==> config.mk <==
export PLATFORM = sky130hd
export DESIGN_NAME = commit_unit
export DESIGN_NICKNAME = d
export VERILOG_FILES = /design/src/rtl/commit_unit.sv
export SDC_FILE = /design/constraint.sdc
export NUM_CORES = 1
export LEC_CHECK = 0
export BUFFER_PORTS_ARGS = -buffer_cell sky130_fd_sc_hd__buf_2
export CAP_MARGIN = 10
export CORE_ASPECT_RATIO = 1.4
export CORE_MARGIN = 2
export CORE_UTILIZATION = 50
export DETAILED_ROUTE_END_ITERATION = 8
export HOLD_SLACK_MARGIN = 0.1
export PLACE_DENSITY = 0.8
export SLEW_MARGIN = 20
export SYNTH_ARGS = -nofsm -noshare
export SYNTH_HDL_FRONTEND = slang
export SYNTH_SLANG_ARGS = --single-unit
==> constraint.sdc <==
create_clock -name clk -period 8.4 [get_ports clk]
set_input_delay 1.68 -clock clk [delete_from_list [all_inputs] [get_ports clk]]
set_output_delay 1.68 -clock clk [all_outputs]
set_load 0.02 [all_outputs]
==> src/rtl/commit_unit.sv <==
// -----------------------------------------------------------------------------
// commit_unit
//
// In-order retirement engine sitting at the read end of the reorder buffer.
// Each cycle it looks at the ROB head and retires at most one finished entry.
//
// A non-store retire pops the head in the same cycle. On the following edge it
// produces these single-cycle effects:
//   - a free-list release and a retirement-RAT write (when rd_arch != 0)
//   - a branch-predictor training pulse (when the entry is a branch)
//   - a pipeline flush with the redirect PC (when the branch mispredicted)
//
// A store is first offered to the store buffer over a valid/ready handshake.
// It is popped only on the cycle the store buffer accepts it.
//
// Ports
//   clk, rst               clock (rising edge), asynchronous active-high reset
//   head_*                 ROB head entry fields (valid, finish, type, regs,
//                          store id, branch resolution)
//   rob_pop                combinational head advance
//   st_commit_valid/id     store commit request (registered)
//   st_commit_ready        store buffer accepts the commit
//   free_valid/free_phy    release of the previous physical mapping
//   rrat_we/arch/phy       retirement RAT write port
//   bp_update_*            predictor training pulse with pc/taken/target
//   flush/redirect_pc      one-cycle pipeline flush and fetch restart PC
//   retire_count           wrapping count of retired instructions
// -----------------------------------------------------------------------------
module commit_unit #(
   parameter int ROB_WIDTH  = 4,
   parameter int PHY_WIDTH  = 6,
   parameter int ARCH_WIDTH = 5,
   parameter int ADDR_WIDTH = 32,
   parameter int SID_WIDTH  = 4
) (
   input  logic                  clk,
   input  logic                  rst,
   input  logic                  head_valid,
   input  logic                  head_finish,
   input  logic                  head_has_rd,
   input  logic                  head_is_store,
   input  logic                  head_is_branch,
   input  logic [ARCH_WIDTH-1:0] head_rd_arch,
   input  logic [PHY_WIDTH-1:0]  head_rd_phy_old,
   input  logic [PHY_WIDTH-1:0]  head_rd_phy_new,
   input  logic [SID_WIDTH-1:0]  head_store_id,
   input  logic                  head_mispredict,
   input  logic                  head_actual_taken,
   input  logic [ADDR_WIDTH-1:0] head_actual_target,
   input  logic [ADDR_WIDTH-1:0] head_update_pc,
   output logic                  rob_pop,
   output logic                  st_commit_valid,
   output logic [SID_WIDTH-1:0]  st_commit_id,
   input  logic                  st_commit_ready,
   output logic                  free_valid,
   output logic [PHY_WIDTH-1:0]  free_phy,
   output logic                  rrat_we,
   output logic [ARCH_WIDTH-1:0] rrat_arch,
   output logic [PHY_WIDTH-1:0]  rrat_phy,
   output logic                  bp_update_valid,
   output logic [ADDR_WIDTH-1:0] bp_update_pc,
   output logic                  bp_update_taken,
   output logic [ADDR_WIDTH-1:0] bp_update_target,
   output logic                  flush,
   output logic [ADDR_WIDTH-1:0] redirect_pc,
   output logic [31:0]           retire_count
);

   if (ROB_WIDTH < 1 || PHY_WIDTH < 1 || ARCH_WIDTH < 1 ||
       ADDR_WIDTH < 3 || SID_WIDTH < 1) begin : g_param_check
      $error("commit_unit: illegal width parameter");
   end

   typedef enum logic [1:0] {
      RUN        = 2'd0,
      STORE_WAIT = 2'd1,
      FLUSH      = 2'd2
   } state_t;

   // Fetch restart address: the resolved target if taken, otherwise the
   // fall-through PC. The addition wraps modulo 2^ADDR_WIDTH.
   function automatic logic [ADDR_WIDTH-1:0] redirect_target(
      input logic                  taken,
      input logic [ADDR_WIDTH-1:0] target,
      input logic [ADDR_WIDTH-1:0] pc
   );
      return taken ? target : pc + ADDR_WIDTH'(4);
   endfunction

   state_t                  state_q;
   logic                    st_commit_valid_q;
   logic [SID_WIDTH-1:0]    st_commit_id_q;
   logic                    free_valid_q;
   logic [PHY_WIDTH-1:0]    free_phy_q;
   logic                    rrat_we_q;
   logic [ARCH_WIDTH-1:0]   rrat_arch_q;
   logic [PHY_WIDTH-1:0]    rrat_phy_q;
   logic                    bp_update_valid_q;
   logic [ADDR_WIDTH-1:0]   bp_update_pc_q;
   logic                    bp_update_taken_q;
   logic [ADDR_WIDTH-1:0]   bp_update_target_q;
   logic                    flush_q;
   logic [ADDR_WIDTH-1:0]   redirect_pc_q;
   logic [31:0]             retire_count_q;
   logic [31:0]             retire_count_d;

   logic head_done;
   logic run_retire;
   logic store_accept;
   logic rd_writes;

   assign head_done      = head_valid & head_finish;
   assign run_retire     = (state_q == RUN) & head_done & ~head_is_store;
   assign store_accept   = (state_q == STORE_WAIT) & st_commit_ready;
   // x0 is hard-wired: retiring a write to it neither frees nor remaps.
   assign rd_writes      = head_has_rd & (head_rd_arch != '0);
   assign retire_count_d = retire_count_q + 32'd1;

   // The pop is combinational. It is gated by rst so that nothing escapes
   // while reset is held, even with a finished head on the inputs.
   assign rob_pop = ~rst & (run_retire | store_accept);

   always_ff @(posedge clk or posedge rst) begin
      if (rst) begin
         state_q            <= RUN;
         st_commit_valid_q  <= 1'b0;
         st_commit_id_q     <= '0;
         free_valid_q       <= 1'b0;
         free_phy_q         <= '0;
         rrat_we_q          <= 1'b0;
         rrat_arch_q        <= '0;
         rrat_phy_q         <= '0;
         bp_update_valid_q  <= 1'b0;
         bp_update_pc_q     <= '0;
         bp_update_taken_q  <= 1'b0;
         bp_update_target_q <= '0;
         flush_q            <= 1'b0;
         redirect_pc_q      <= '0;
         retire_count_q     <= '0;
      end else begin
         // Side-effect strobes are single-cycle pulses by default.
         free_valid_q      <= 1'b0;
         rrat_we_q         <= 1'b0;
         bp_update_valid_q <= 1'b0;
         flush_q           <= 1'b0;

         unique case (state_q)
            RUN: begin
               if (head_done && !head_is_store) begin
                  retire_count_q <= retire_count_d;
                  if (rd_writes) begin
                     free_valid_q <= 1'b1;
                     free_phy_q   <= head_rd_phy_old;
                     rrat_we_q    <= 1'b1;
                     rrat_arch_q  <= head_rd_arch;
                     rrat_phy_q   <= head_rd_phy_new;
                  end
                  if (head_is_branch) begin
                     bp_update_valid_q  <= 1'b1;
                     bp_update_pc_q     <= head_update_pc;
                     bp_update_taken_q  <= head_actual_taken;
                     bp_update_target_q <= head_actual_target;
                  end
                  if (head_is_branch && head_mispredict) begin
                     flush_q       <= 1'b1;
                     redirect_pc_q <= redirect_target(head_actual_taken,
                                                      head_actual_target,
                                                      head_update_pc);
                     state_q       <= FLUSH;
                  end
               end else if (head_done && head_is_store) begin
                  st_commit_valid_q <= 1'b1;
                  st_commit_id_q    <= head_store_id;
                  state_q           <= STORE_WAIT;
               end
            end

            STORE_WAIT: begin
               // Request stays stable until the store buffer takes it; the
               // store then counts as retired.
               if (st_commit_ready) begin
                  st_commit_valid_q <= 1'b0;
                  retire_count_q    <= retire_count_d;
                  state_q           <= RUN;
               end
            end

            FLUSH: begin
               // Head contents are stale during the flush cycle and are ignored.
               state_q <= RUN;
            end

            default: begin
               state_q <= RUN;
            end
         endcase
      end
   end

   assign st_commit_valid  = st_commit_valid_q;
   assign st_commit_id     = st_commit_id_q;
   assign free_valid       = free_valid_q;
   assign free_phy         = free_phy_q;
   assign rrat_we          = rrat_we_q;
   assign rrat_arch        = rrat_arch_q;
   assign rrat_phy         = rrat_phy_q;
   assign bp_update_valid  = bp_update_valid_q;
   assign bp_update_pc     = bp_update_pc_q;
   assign bp_update_taken  = bp_update_taken_q;
   assign bp_update_target = bp_update_target_q;
   assign flush            = flush_q;
   assign redirect_pc      = redirect_pc_q;
   assign retire_count     = retire_count_q;

endmodule

* Word-level counts from Yosys, hierarchy flattened
Cells that the tools add are included.
Word-level totals: input bits 95, register bits 156, output and inout bits 156, logic and storage cells 69
Operators by class: mux-type cells 22, equal/unequal tests 7, $add $sub $neg 2, reductions and logical operators 14, bitwise logic cells 10
Operators by type and width (number):
- 32-bit 2-to-1 mux | 3
- 32-bit one-hot mux with 2 select lines | 1
- 32-bit by 1-bit adder with 32-bit output (second input constant) | 1
- 32-bit by 3-bit adder with 32-bit output (second input constant) | 1
- 3-bit AND reduction | 6
- 1-bit 2-to-1 mux | 12
- 2-bit 2-to-1 mux | 4
- 1-bit bitwise AND | 6
- 5-bit nonzero test | 1
- 2-bit by 1-bit != test with 1-bit output (second input constant) | 2
- 2-bit != test (second input constant) | 2
- 2-bit one-hot mux with 2 select lines | 1
- 4-bit AND reduction | 1
- 1-bit logical AND | 3
- 3-bit by 1-bit != test with 1-bit output (second input constant) | 1
- 3-bit by 2-bit != test with 1-bit output (second input constant) | 1
- 1-bit inverter | 3
- 2-bit by 1-bit == test with 1-bit output (second input constant) | 1
- 2-bit logical NOT | 1
- 1-bit one-hot mux with 2 select lines | 1
- 2-bit nonzero test | 1
- 1-bit logical NOT | 1
- 1-bit OR | 1

* Logic depth before layout (Yosys ltp)
depth in word-level cells 5, mapped depth 7, depth with buffers taken out 6

* Worst setup path before layout
OpenSTA, ideal clock, no wires.
kind in2out, from input port rst, to output port rob_pop, cell stages on the path 2, setup slack 1.277 ns, required time 6.720 ns, arrival 5.443 ns, path through inv_1 > and2_1
On the way: cells in the longest elaborated chain, start to end 2
RTL lines:
- start: declaration | line 37 | input logic rst,
- 1-bit inverter | line 121 | assign rob_pop = ~rst & (run_retire | store_accept);
- 1-bit bitwise AND | line 121
- end: declaration | line 51 | output logic rob_pop,
No other way between the ends.

* Final worst setup path
from input port head_is_store, to output port rob_pop
On the way: cells in the longest elaborated chain, start to end 4
RTL lines:
- start: declaration | line 41 | input logic head_is_store,
- 1-bit inverter | line 113 | assign run_retire = (state_q == RUN) & head_done & ~head_is_store;
- 1-bit bitwise AND | line 113
- 1-bit OR | line 121
- 1-bit bitwise AND | line 121
No other way between the ends.

==> results.cfg <==
[routing]
ant_nets = 0
vias = 5584
wl_per_cell_um = 17.7
drt-initial-drc-count = 293
dr.pass1.iters = 4
vias_per_cell = 5.39
drt_wl_total_um = 18400
post-route-drc-count = 0

[placement]
portBuffers = 250
globalplace.congestion = 0.835
dp_hpwl_um = 13500
dpl_cell_area_mm2 = 0.00843
dpl.cell_count = 1004

[timing]
maxSlewViolCount = 0
layout_min_cycle_time_ns = 4.51
fmax_mhz = 222
grt_setup_unrepaired = no
period_share_pct = 53.7
tightest_slew_ns = 0.969
tns_ns = 0
clock_skew_ns = 0.00663
setup_viol = 0
relSlewSlack_pct = 35.4
finalHoldViolCount = 0

[cts]
cts_root_buffer = clkbuf_16
cts-buffers-inserted = 17
htreeDepth = 4
cts.sinks = 156
cts_tree = done
cts_setup_buffers = 0
clockBufferDepth = 2
cts_resized = 0
postCtsHoldBufs = 0
insertion_delay_ns = 0.42
path_clk_slew_ns = 0.06

[floorplan]
rows = 51
die_area_mm2 = 0.0150
ios = 251
coreArea_mm2 = 0.0138
die_w_um = 104
fp.dieH_um = 144
start_util_pct = 50.7

[synthesis]
netlist_instances = 592
synthDistinctLibCells = 49
yosysWarnings = 0
syn_avg_cell_area_um2 = 11.9
synth-edff-count = 0
ys_ff_latch = 156
mappedNetlistArea_mm2 = 0.00703
synthArstFlopShare_pct = 100
synth_nets = 689
yosysSeqAreaShare_pct = 55.6
yosysTopAreaCellShare_pct = 55.6
yosys_most_used_dff = dfrtp_1
synth_top_cell_by_area = dfrtp_1
synth_area_leaders = dfrtp_1 56%, mux2_2 11%, xnor2_1 4.1%, mux2_1 3.8%, nand2_1 3.4%

[cells_and_area]
antennaDiodeCount = 0
final_cells = 1036
layout_commonest_cell = buf_2
multi_input_area_mm2 = 0.00298
drive_above_1_share_pct = 42.8
area_delta_synth_final_pct = 28.2
post-route-util_pct = 65.1
final_area_mm2 = 0.00901
fillers = 1149
layout_common_cells = 250 x buf_2, 156 x dfrtp_1, 67 x mux2_2, 63 x nand2_1, 33 x xnor2_1
nNetsFinal = 935
layout.area.seq_mm2 = 0.00390

[critical_path]
criticalPathCategory = input port to output port
r2r_end = redirect_pc[10]
arrival_ns = 2.83
path_cells = buf_2, nand4bb_4, a21oi_1, and2_1, buf_2
cp-end-kind = output port
worstPathMaxFanout = 6
reg2reg_from = state_q[1]
start_kind = input port
cp_slowest_cell = a21oi_1
r2r.worst_path.cells = 5
rrSetupSlack_ns = 5.93
crit_top_cell = buf_2
max_stage_delay_ns = 0.42
required_ns = 6.72

[pwr]
ir_drop_uv = 148
finalPower_mw = 2.40
p_leak_nw = 4.43
powerDensity_mw_per_mm2 = 266

[min_path]
worst_hold_path_type = flop to flop
min-delay-start = redirect_pc[24]
holdPathStages = 2
worstHoldEndpoint = redirect_pc[24]

[global_route]
grt_max_degree = 69
overflow = 0
antenna_found_initial = 1
grt_pass1_wl_um = 28400
grt_pass1_vias = 5570
grt_usage_pct = 24.6

[outcome]
outcome = completed

[job]
maxCapViolCount = 0
## layout make-up
type / instances / area share [%]
sequential: 156 / 43.3
multi-input combinational: 398 / 33.1
timing repair buffer: 253 / 14.1
clock buffer: 22 / 5.04
tap: 185 / 2.57
clock inverter: 10 / 1.29
inverter: 12 / 0.556
## cells by family (layout without fill, tap and decap cells)
logic type | after synthesis | in the layout | share of synthesized area, %
buffers and inverters | 38 | 297 | 2.26
and+or+nand+nor | 178 | 178 | 13.7
DFF | 156 | 156 | 55.6
xor gates and xnor gates | 49 | 49 | 6.11
muxes | 99 | 99 | 15.7
AOI/OAI and AO/OA | 70 | 70 | 6.27
adders and majority gates | 2 | 2 | 0.356
## Yosys cell counts (3+ instances only)
library cell / number
mux2_2: 67
a31o_2: 3
and2_1: 7
o21ai_1: 12
o311ai_1: 5
nand2b_1: 5
nand2_1: 64
dfrtp_1: 156
xnor2_1: 33
and3_1: 5
mux2_1: 24
nand4_1: 18
nor2_1: 16
clkbuf_1: 9
a21oi_1: 10
buf_1: 6
o21ai_0: 26
mux2i_1: 8
buf_2: 10
and4_1: 9
nand3_1: 26
inv_1: 11
xor2_1: 16
o31a_1: 3
nor4_1: 8
nor3_1: 7
## flip-flops by register name (all words and copies together) (netlist names)
register and cells:
bp_update_taken 1, st_commit_valid 1, bp_update_pc 32, state_q 2, rrat_arch 5, redirect_pc 32
bp_update_valid 1, retire_count 32, free_phy 6, st_commit_id 4, rrat_we 1, flush 1
rrat_phy 6, bp_update_target 32
## worst max path at each step
| stage | startpoint | slack, ns | end |
|---|---|---|---|
| 6_report | head_is_store | 3.89 | rob_pop |
| 4_1_cts | head_is_store | 3.90 | rob_pop |
| 3_3_place_gp | head_is_store | 3.96 | rob_pop |
| 5_1_grt | head_is_store | 3.82 | rob_pop |
| 3_5_place_dp | head_is_store | 3.93 | rob_pop |
| 2_1_floorplan | rst | 1.28 | rob_pop |
## worst max-delay path, delay by kind of cell
kind            cells  cell delay [ns]
simple gates        2             0.45
compound gates      1             0.42
buf+inv             2             0.27
## through the flow
stage               setup WS [ns]  hold slack (ns)
floorplan                    1.28            0.582
global placement             3.96            0.446
detailed placement           3.93            0.452
CTS                          3.90            0.465
global route                 3.82            0.488
finish                       3.89            0.465
## metal layers
| metal | up-vias | track usage (%) | wire (µm) |
|---|---|---|---|
| li1 | 2607 | - | - |
| met1 | 2715 | 27.8 | 7090 |
| met2 | 219 | 44.0 | 9670 |
| met3 | 41 | 6.58 | 1090 |
| met4 | 2 | 10.4 | 513 |
| met5 | - | 0 | 13 |
## power breakdown
group          total, mW  internal, mW  switching (mW)
combinational      0.646         0.244           0.403
sequential          1.01         0.915          0.0949
clock              0.744         0.445           0.299
Power figures use the tool's default switching activity.
